===== src/rtl/mem_arbiter.sv =====
// Memory arbiter: serializes instruction-fetch and data requests onto a single-ported RAM.
// Data requests win over fetches; hits and the error flag are decoded from state only.
module mem_arbiter #(
  parameter int unsigned TIMEOUT = 15
) (
  input  logic        CLK,
  input  logic        nRST,
  input  logic        imemREN,
  input  logic [31:0] imemaddr,
  input  logic        dmemREN,
  input  logic        dmemWEN,
  input  logic [31:0] dmemaddr,
  input  logic [31:0] dmemstore,
  output logic        ihit,
  output logic        dhit,
  output logic [31:0] imemload,
  output logic [31:0] dmemload,
  output logic        ramREN,
  output logic        ramWEN,
  output logic [31:0] ramaddr,
  output logic [31:0] ramstore,
  input  logic [31:0] ramload,
  input  logic [1:0]  ramstate,
  output logic        memerr
);

  typedef enum logic [2:0] {
    StIdle,
    StIacc,
    StDacc,
    StIdone,
    StDdone,
    StErr
  } state_e;

  localparam logic [1:0] RamAccess  = 2'd2;
  localparam logic [1:0] RamError   = 2'd3;
  localparam logic [7:0] TimeoutCnt = 8'(TIMEOUT);

  state_e      state_q, state_d;
  logic [7:0]  cnt_q, cnt_d;
  logic [31:0] addr_q, addr_d;
  logic [31:0] store_q, store_d;
  logic        wr_q, wr_d;
  logic [31:0] imemload_q, imemload_d;
  logic [31:0] dmemload_q, dmemload_d;

  always_ff @(posedge CLK or negedge nRST) begin
    if (!nRST) begin
      state_q    <= StIdle;
      cnt_q      <= '0;
      addr_q     <= '0;
      store_q    <= '0;
      wr_q       <= 1'b0;
      imemload_q <= '0;
      dmemload_q <= '0;
    end else begin
      state_q    <= state_d;
      cnt_q      <= cnt_d;
      addr_q     <= addr_d;
      store_q    <= store_d;
      wr_q       <= wr_d;
      imemload_q <= imemload_d;
      dmemload_q <= dmemload_d;
    end
  end

  always_comb begin
    state_d    = state_q;
    cnt_d      = cnt_q;
    addr_d     = addr_q;
    store_d    = store_q;
    wr_d       = wr_q;
    imemload_d = imemload_q;
    dmemload_d = dmemload_q;

    case (state_q)
      StIdle: begin
        cnt_d = '0;
        if (dmemREN || dmemWEN) begin
          state_d = StDacc;
          addr_d  = dmemaddr;
          store_d = dmemstore;
          wr_d    = dmemWEN;
        end else if (imemREN) begin
          state_d = StIacc;
          addr_d  = imemaddr;
          wr_d    = 1'b0;
        end
      end

      StIacc, StDacc: begin
        // Saturating counter: a stuck RAM must never wrap back under the timeout.
        cnt_d = (cnt_q == 8'hFF) ? cnt_q : cnt_q + 8'd1;
        if (ramstate == RamError) begin
          state_d = StErr;
        end else if (ramstate == RamAccess) begin
          if (state_q == StIacc) begin
            imemload_d = ramload;
            state_d    = StIdone;
          end else begin
            if (!wr_q) begin
              dmemload_d = ramload;
            end
            state_d = StDdone;
          end
        end else if (cnt_d >= TimeoutCnt) begin
          state_d = StErr;
        end
      end

      StIdone, StDdone: begin
        cnt_d   = '0;
        state_d = StIdle;
      end

      StErr: state_d = StErr;

      default: state_d = StIdle;
    endcase
  end

  logic in_acc;
  assign in_acc = (state_q == StIacc) || (state_q == StDacc);

  assign ihit     = (state_q == StIdone);
  assign dhit     = (state_q == StDdone);
  assign memerr   = (state_q == StErr);
  assign ramREN   = (state_q == StIacc) || ((state_q == StDacc) && !wr_q);
  assign ramWEN   = (state_q == StDacc) && wr_q;
  assign ramaddr  = in_acc ? addr_q : '0;
  assign ramstore = ramWEN ? store_q : '0;
  assign imemload = imemload_q;
  assign dmemload = dmemload_q;

endmodule


===== config.mk =====
export PLATFORM = sky130hd
export DESIGN_NAME = mem_arbiter
export DESIGN_NICKNAME = d
export VERILOG_FILES = /design/src/rtl/mem_arbiter.sv
export SDC_FILE = /design/constraint.sdc
export NUM_CORES = 1
export LEC_CHECK = 0
export CELL_PAD_IN_SITES_DETAIL_PLACEMENT = 0
export CELL_PAD_IN_SITES_GLOBAL_PLACEMENT = 1
export CORE_ASPECT_RATIO = 0.6
export CORE_MARGIN = 3
export CORE_UTILIZATION = 31
export CTS_BUF_LIST = sky130_fd_sc_hd__clkbuf_4
export CTS_CLUSTER_SIZE = 20
export DETAILED_ROUTE_END_ITERATION = 16
export PLACE_DENSITY = 0.79
export SKIP_CTS_REPAIR_TIMING = 1
export SYNTH_ARGS = -nofsm -noshare
export SYNTH_HDL_FRONTEND = slang
export SYNTH_SLANG_ARGS = --single-unit

===== constraint.sdc =====
create_clock -name CLK -period 1.61 [get_ports CLK]
set_input_delay 0.322 -clock CLK [delete_from_list [all_inputs] [get_ports CLK]]
set_output_delay 0.322 -clock CLK [all_outputs]
set_load 0.02 [all_outputs]

* Word-level counts from Yosys, hierarchy flattened
Index checks and enable logic that the tools add are counted.
Word-level totals: bits in registers 140, logic and storage cells 53, memories 0, memory bits (writable) 0, input port bits 135, output and inout port bits 133, latch bits 0, memory bits (read-only) 0
Cells by class: magnitude comparators 1, mux-type cells 15, shift-type cells 0, $mul 0, add/subtract/negate cells 1, eq/ne operators 10, div/mod/pow operators 0, bitwise operators 3, reductions and logical operators 16
Operators by type and width (count):
- $mux 32 | 4
- $mux 3 | 6
- $pmux 8 s2 | 1
- $pmux 3 s3 | 1
- $add 8x1->8 const B | 1
- $eq 8x8->1 const B | 1
- $ge 8x4->1 const B | 1
- $mux 8 | 1
- $eq 3x2->1 const B | 2
- $eq 3x3->1 const B | 2
- $reduce_and 2->1 | 3
- $reduce_and 5->1 | 1
- $eq 2x2->1 const B | 2
- $ne 4x4->1 const B | 1
- $reduce_and 4->1 | 1
- $reduce_bool 2->1 | 2
- $eq 3x1->1 const B | 1
- $logic_not 3->1 | 1
- $logic_or 1x1->1 | 3
- $ne 3x3->1 const B | 1
- $not 1->1 | 3
- $reduce_or 3->1 | 1
- $logic_and 1x1->1 | 2
- $mux 1 | 2
- 2 further kinds | 2

* Logic depth before layout (Yosys ltp)
Gate-level depths: netlist of the first run.
depth after elaboration 7, gate-level depth with buffers 8, mapped depth without buffers 6

* Least setup slack after synthesis of the first run
No wires, ideal clock.
path type flip-flop to output port, start point reg state_q[0], end point out ramstore[22], slack -159 ps, data required time 1288 ps, stages on the path, launching flop included 6, buffers on the path 1, arrival time 1447 ps, cells stage by stage dfrtp_1 > inv_2 > nand3_2 > nor2_1 > clkbuf_1 > and2_1
Between the ends: cells in the longest elaborated chain, start to end 3
RTL lines:
- start, declared | line 40 | state_e state_q, state_d;
- start signal, assigned | line 50 | state_q <= StIdle;
- start signal, assigned | line 58 | state_q <= state_d;
- $eq 3x2->1 | line 130 | assign ramWEN = (state_q == StDacc) && wr_q;
- $logic_and 1x1->1 | line 130
- net ramWEN | line 19 | output logic ramWEN,
- $mux 32 | line 132 | assign ramstore = ramWEN ? store_q : '0;
- end, declared | line 21 | output logic [31:0] ramstore,
The timed path passes the listed nets, and every way through them passes these cells.

* Worst setup path in the final report of the first run
start point reg state_q[0], end point out ramaddr[22]
Between the ends: cells in the longest elaborated chain, start to end 3, elaborated cells on any way between the ends 4, those cells by class 2 x eq/ne; 1 x mux; 1 x reduce/logical
RTL lines:
- $eq 3x1->1 / $eq 3x2->1 (equally long branches) | line 124 | assign in_acc = (state_q == StIacc) || (state_q == StDacc);
- $logic_or 1x1->1 * | line 124
- $mux 32 * | line 131 | assign ramaddr = in_acc ? addr_q : '0;
- end, declared | line 20 | output logic [31:0] ramaddr,
Mark *: on every way between the ends. The rest lies on a longest branch, timed or not.

==> impl_metrics.csv, run 1 <==
group,metric,value,unit
final_layout,design_area,11000,µm²
synth,syn_inst,523,
critical_path,cp.arrival,1.87,ns
critical_path,crit_fanout,32,
place,place_area,9970,µm²
drt,wirelength,21200,µm
clock_network,cts-buffers-inserted,17,
clock_network,cts_buffer_depth,2,
timing,worst_slack,-0.581,ns
global_route,grt_pass1_wl,29200,µm
synth,synth.top_cell.area_share,0.531,
drt,viasPerCell,4.65,
critical_path,crit_type,"reg -> out",
timing,grt_setup_unrepaired,"yes",
synth,synth_commonest_cells,"dfrtp_1 (140), and2_1 (66), mux2_4 (59)",
synth,synth.area.top_cells,"dfrtp_1 (53%), mux2_4 (13%), mux2_2 (6.3%)",
synth,synth.avg_cell_area,12.6,µm²
synth,ys_ff_latch,140,
die,die_area,23100,µm²
critical_path,required,1.29,ns
timing,finalCritPeriodShare,1.36,
timing,drv_slew,0,
drt,routedWlPerCell,18.4,µm
die,die_h,119,µm
run,drv_cap,0,
synth,ys.flop_type,"dfrtp_1",
timing,min_period,2.19,ns
synth,synth_area,6590,µm²
global_route,grt_max_degree,45,
die,io_pins,268,
place,place_congestion,0.832,
power_and_ir_drop,ir_drop,0.936,mV
final_layout,drive_gt1_frac,0.441,
die,core,20400,µm²
drt,drtPass1Iterations,5,
timing,setup_violations,201,
clock_network,cts_tree,"done",
drt,drt_iter0_drc,232,
global_route,grt_usage,0.161,
synth,synth_fp_nets,659,
die,dieWidth,194,µm
clock_network,clkLatencyLatePin,0.58,ns
timing,fmax,456,MHz
final_layout,synthToLayoutAreaGrowth,67.2,%
final_layout,regArea,3500,µm²
final_layout,instances_no_fill,1148,
global_route,grt_pass1_vias,5208,
place,hpwl,14000,µm
global_route,antenna_found_initial,2,
critical_path,timing.rr.end,"addr_q[17]",
synth,seq_area_frac_synth,0.531,
timing,worst_slew_pin_slew,0.479,ns
synth,yosys_warnings,0,
critical_path,crit_path_start_kind,"flop",
drt,ant_nets,0,
timing,final_hold_viol_count,0,
die,rows,40,
final_layout,nFillCells,1774,
synth,synth-edff-count,0,
final_layout,multi_input_area,3150,µm²
critical_path,reg2reg_slack,-0.50,ns
hold_path,hold_class,"in -> async",
place,placed_cells,1085,
timing,slew_headroom,0.679,
critical_path,rr_worst_depth,10,
power_and_ir_drop,power_density,1850,nW/µm²
synth,synth_cell_type_count,44,
power_and_ir_drop,p_leak,5.48,nW
drt,vias,5336,
global_route,grt-ovfl-total,0,
power_and_ir_drop,finalPower,20.4,mW
timing,fin_tns_setup,-79.15,ns
synth,synth.most_common_cell,"dfrtp_1",
final_layout,nets,996,
clock_network,htree_levels,4,
clock_network,cts.clk_slew.worst_paths,0.15,ns
critical_path,r2r_start,"state_q[1]",
run_status,violations,"negative setup slack",
die,start_util,0.323,
clock_network,cts_root_buffer,"clkbuf_4",
critical_path,cp-end-kind,"output pin",
synth,yosysTopAreaCell,"dfrtp_1",
run_status,status,"finished with violations",
timing,fin_skew,0.0275,ns
clock_network,clock-sinks,140,
place,port_buffers,267,
synth,synth_async_sr_flop_share,1.00,
drt,drc,0,
[how the worst max path moves through the flow]
stage               startpoint            to  slack (ns)  depth (start not counted)
floorplan           state_q[0]  dmemload[10]       -0.04                          6
global placement    state_q[1]          dhit       -0.52                          5
detailed placement  state_q[1]          dhit       -0.50                          5
CTS                 state_q[1]          dhit       -1.16                          5
global route        state_q[0]   ramaddr[22]       -0.74                          5
finish              state_q[0]   ramaddr[22]       -0.58                          5
[cells by family after synthesis]
logic type | after synthesis | share of synthesized area
multiplexers | 129 | 0.248
buffers and inverters | 36 | 0.0368
AO/OA/AOI/OAI | 68 | 0.0577
XOR/XNOR | 1 | 0.00133
flip-flops | 140 | 0.531
adder cells (fa/ha/maj) | 1 | 0.00190
AND/OR/NAND/NOR | 148 | 0.123
[critical path: stages, from the launching register on]
cell      delay [ns]
dfrtp_1         0.45
nand2b_4        0.18
a21oi_4         0.17
buf_12          0.18
and2_2          0.16
clkbuf_2        0.16
[power by group]
part / switching [mW] / internal [mW] / leakage [nW]
sequential: 0.935 / 5.19 / 1.67
combinational: 5.38 / 6.21 / 3.63
clock: 1.45 / 1.27 / 0.183
[stage by stage]
stage / util / worst slack (ns) / hold WS [ns]
6_report: 0.540 / -0.581 / 0.237
5_1_grt: 0.540 / -0.742 / 0.217
4_1_cts: 0.505 / -1.16 / -0.388
3_5_place_dp: 0.488 / -0.499 / 0.283
3_3_place_gp: 0.488 / -0.517 / 0.279
2_1_floorplan: - / -0.0365 / 0.0264
[metal layers]
layer	routed length, µm	track usage
met3	1850	0.0687
met5	0	0
met2	9210	0.223
met4	223	0.0462
met1	9880	0.228
[placed cells by master (no fill, tap or decap), types with 3 or more instances in the layout]
master | Yosys | final
dfrtp_1 | 140 | 139
clkdlybuf4s50_1 | 0 | 133
mux2_4 | 59 | 59
buf_6 | 12 | 57
buf_4 | 1 | 54
dlymetal6s2s_1 | 0 | 46
mux2_2 | 37 | 37
nor2_1 | 45 | 34
and2_1 | 66 | 33
mux2i_1 | 33 | 33
and2_2 | 0 | 30
clkbuf_2 | 1 | 30
a21oi_2 | 0 | 27
clkbuf_4 | 0 | 18
a21oi_1 | 45 | 17
buf_12 | 0 | 11
nor2_4 | 1 | 10
clkbuf_16 | 0 | 10
o21ai_0 | 8 | 8
nor3_1 | 7 | 7
nand2_1 | 6 | 6
a31oi_1 | 5 | 5
buf_8 | 0 | 5
and3_1 | 5 | 4
clkinv_4 | 0 | 4
bufinv_16 | 0 | 4
inv_6 | 0 | 4
and2_4 | 0 | 3
nand3_1 | 3 | 3
[final cells by class]
cell class / instances / share of cell area
timing repair buffer: 349 / 0.333
sequential: 140 / 0.318
multi-input combinational: 348 / 0.286
tap: 273 / 0.0310
clock inverter: 15 / 0.0192
clock buffer: 17 / 0.0116
inverter: 4 / 0.00136
antenna: 2 / 0.000454
[registers in the layout, summed over array words and instances, names as in the netlist]
register	flops
dmemload	32
store_q	32
imemload	32
wr_q	1
cnt_q	8
state_q	3
addr_q	32
Note: power is estimated with default switching activity, not from simulation.
==> run 2: changes to the inputs <==
--- a/config.mk
+++ b/config.mk
@@ -15,6 +15,7 @@
 export DETAILED_ROUTE_END_ITERATION = 16
 export PLACE_DENSITY = 0.79
 export SKIP_CTS_REPAIR_TIMING = 1
+export SLEW_MARGIN = 10
 export SYNTH_ARGS = -nofsm -noshare
 export SYNTH_HDL_FRONTEND = slang
 export SYNTH_SLANG_ARGS = --single-unit
==> results of run 2 <==
No change in the layout: final DEF, timing and power equal those of run 1.
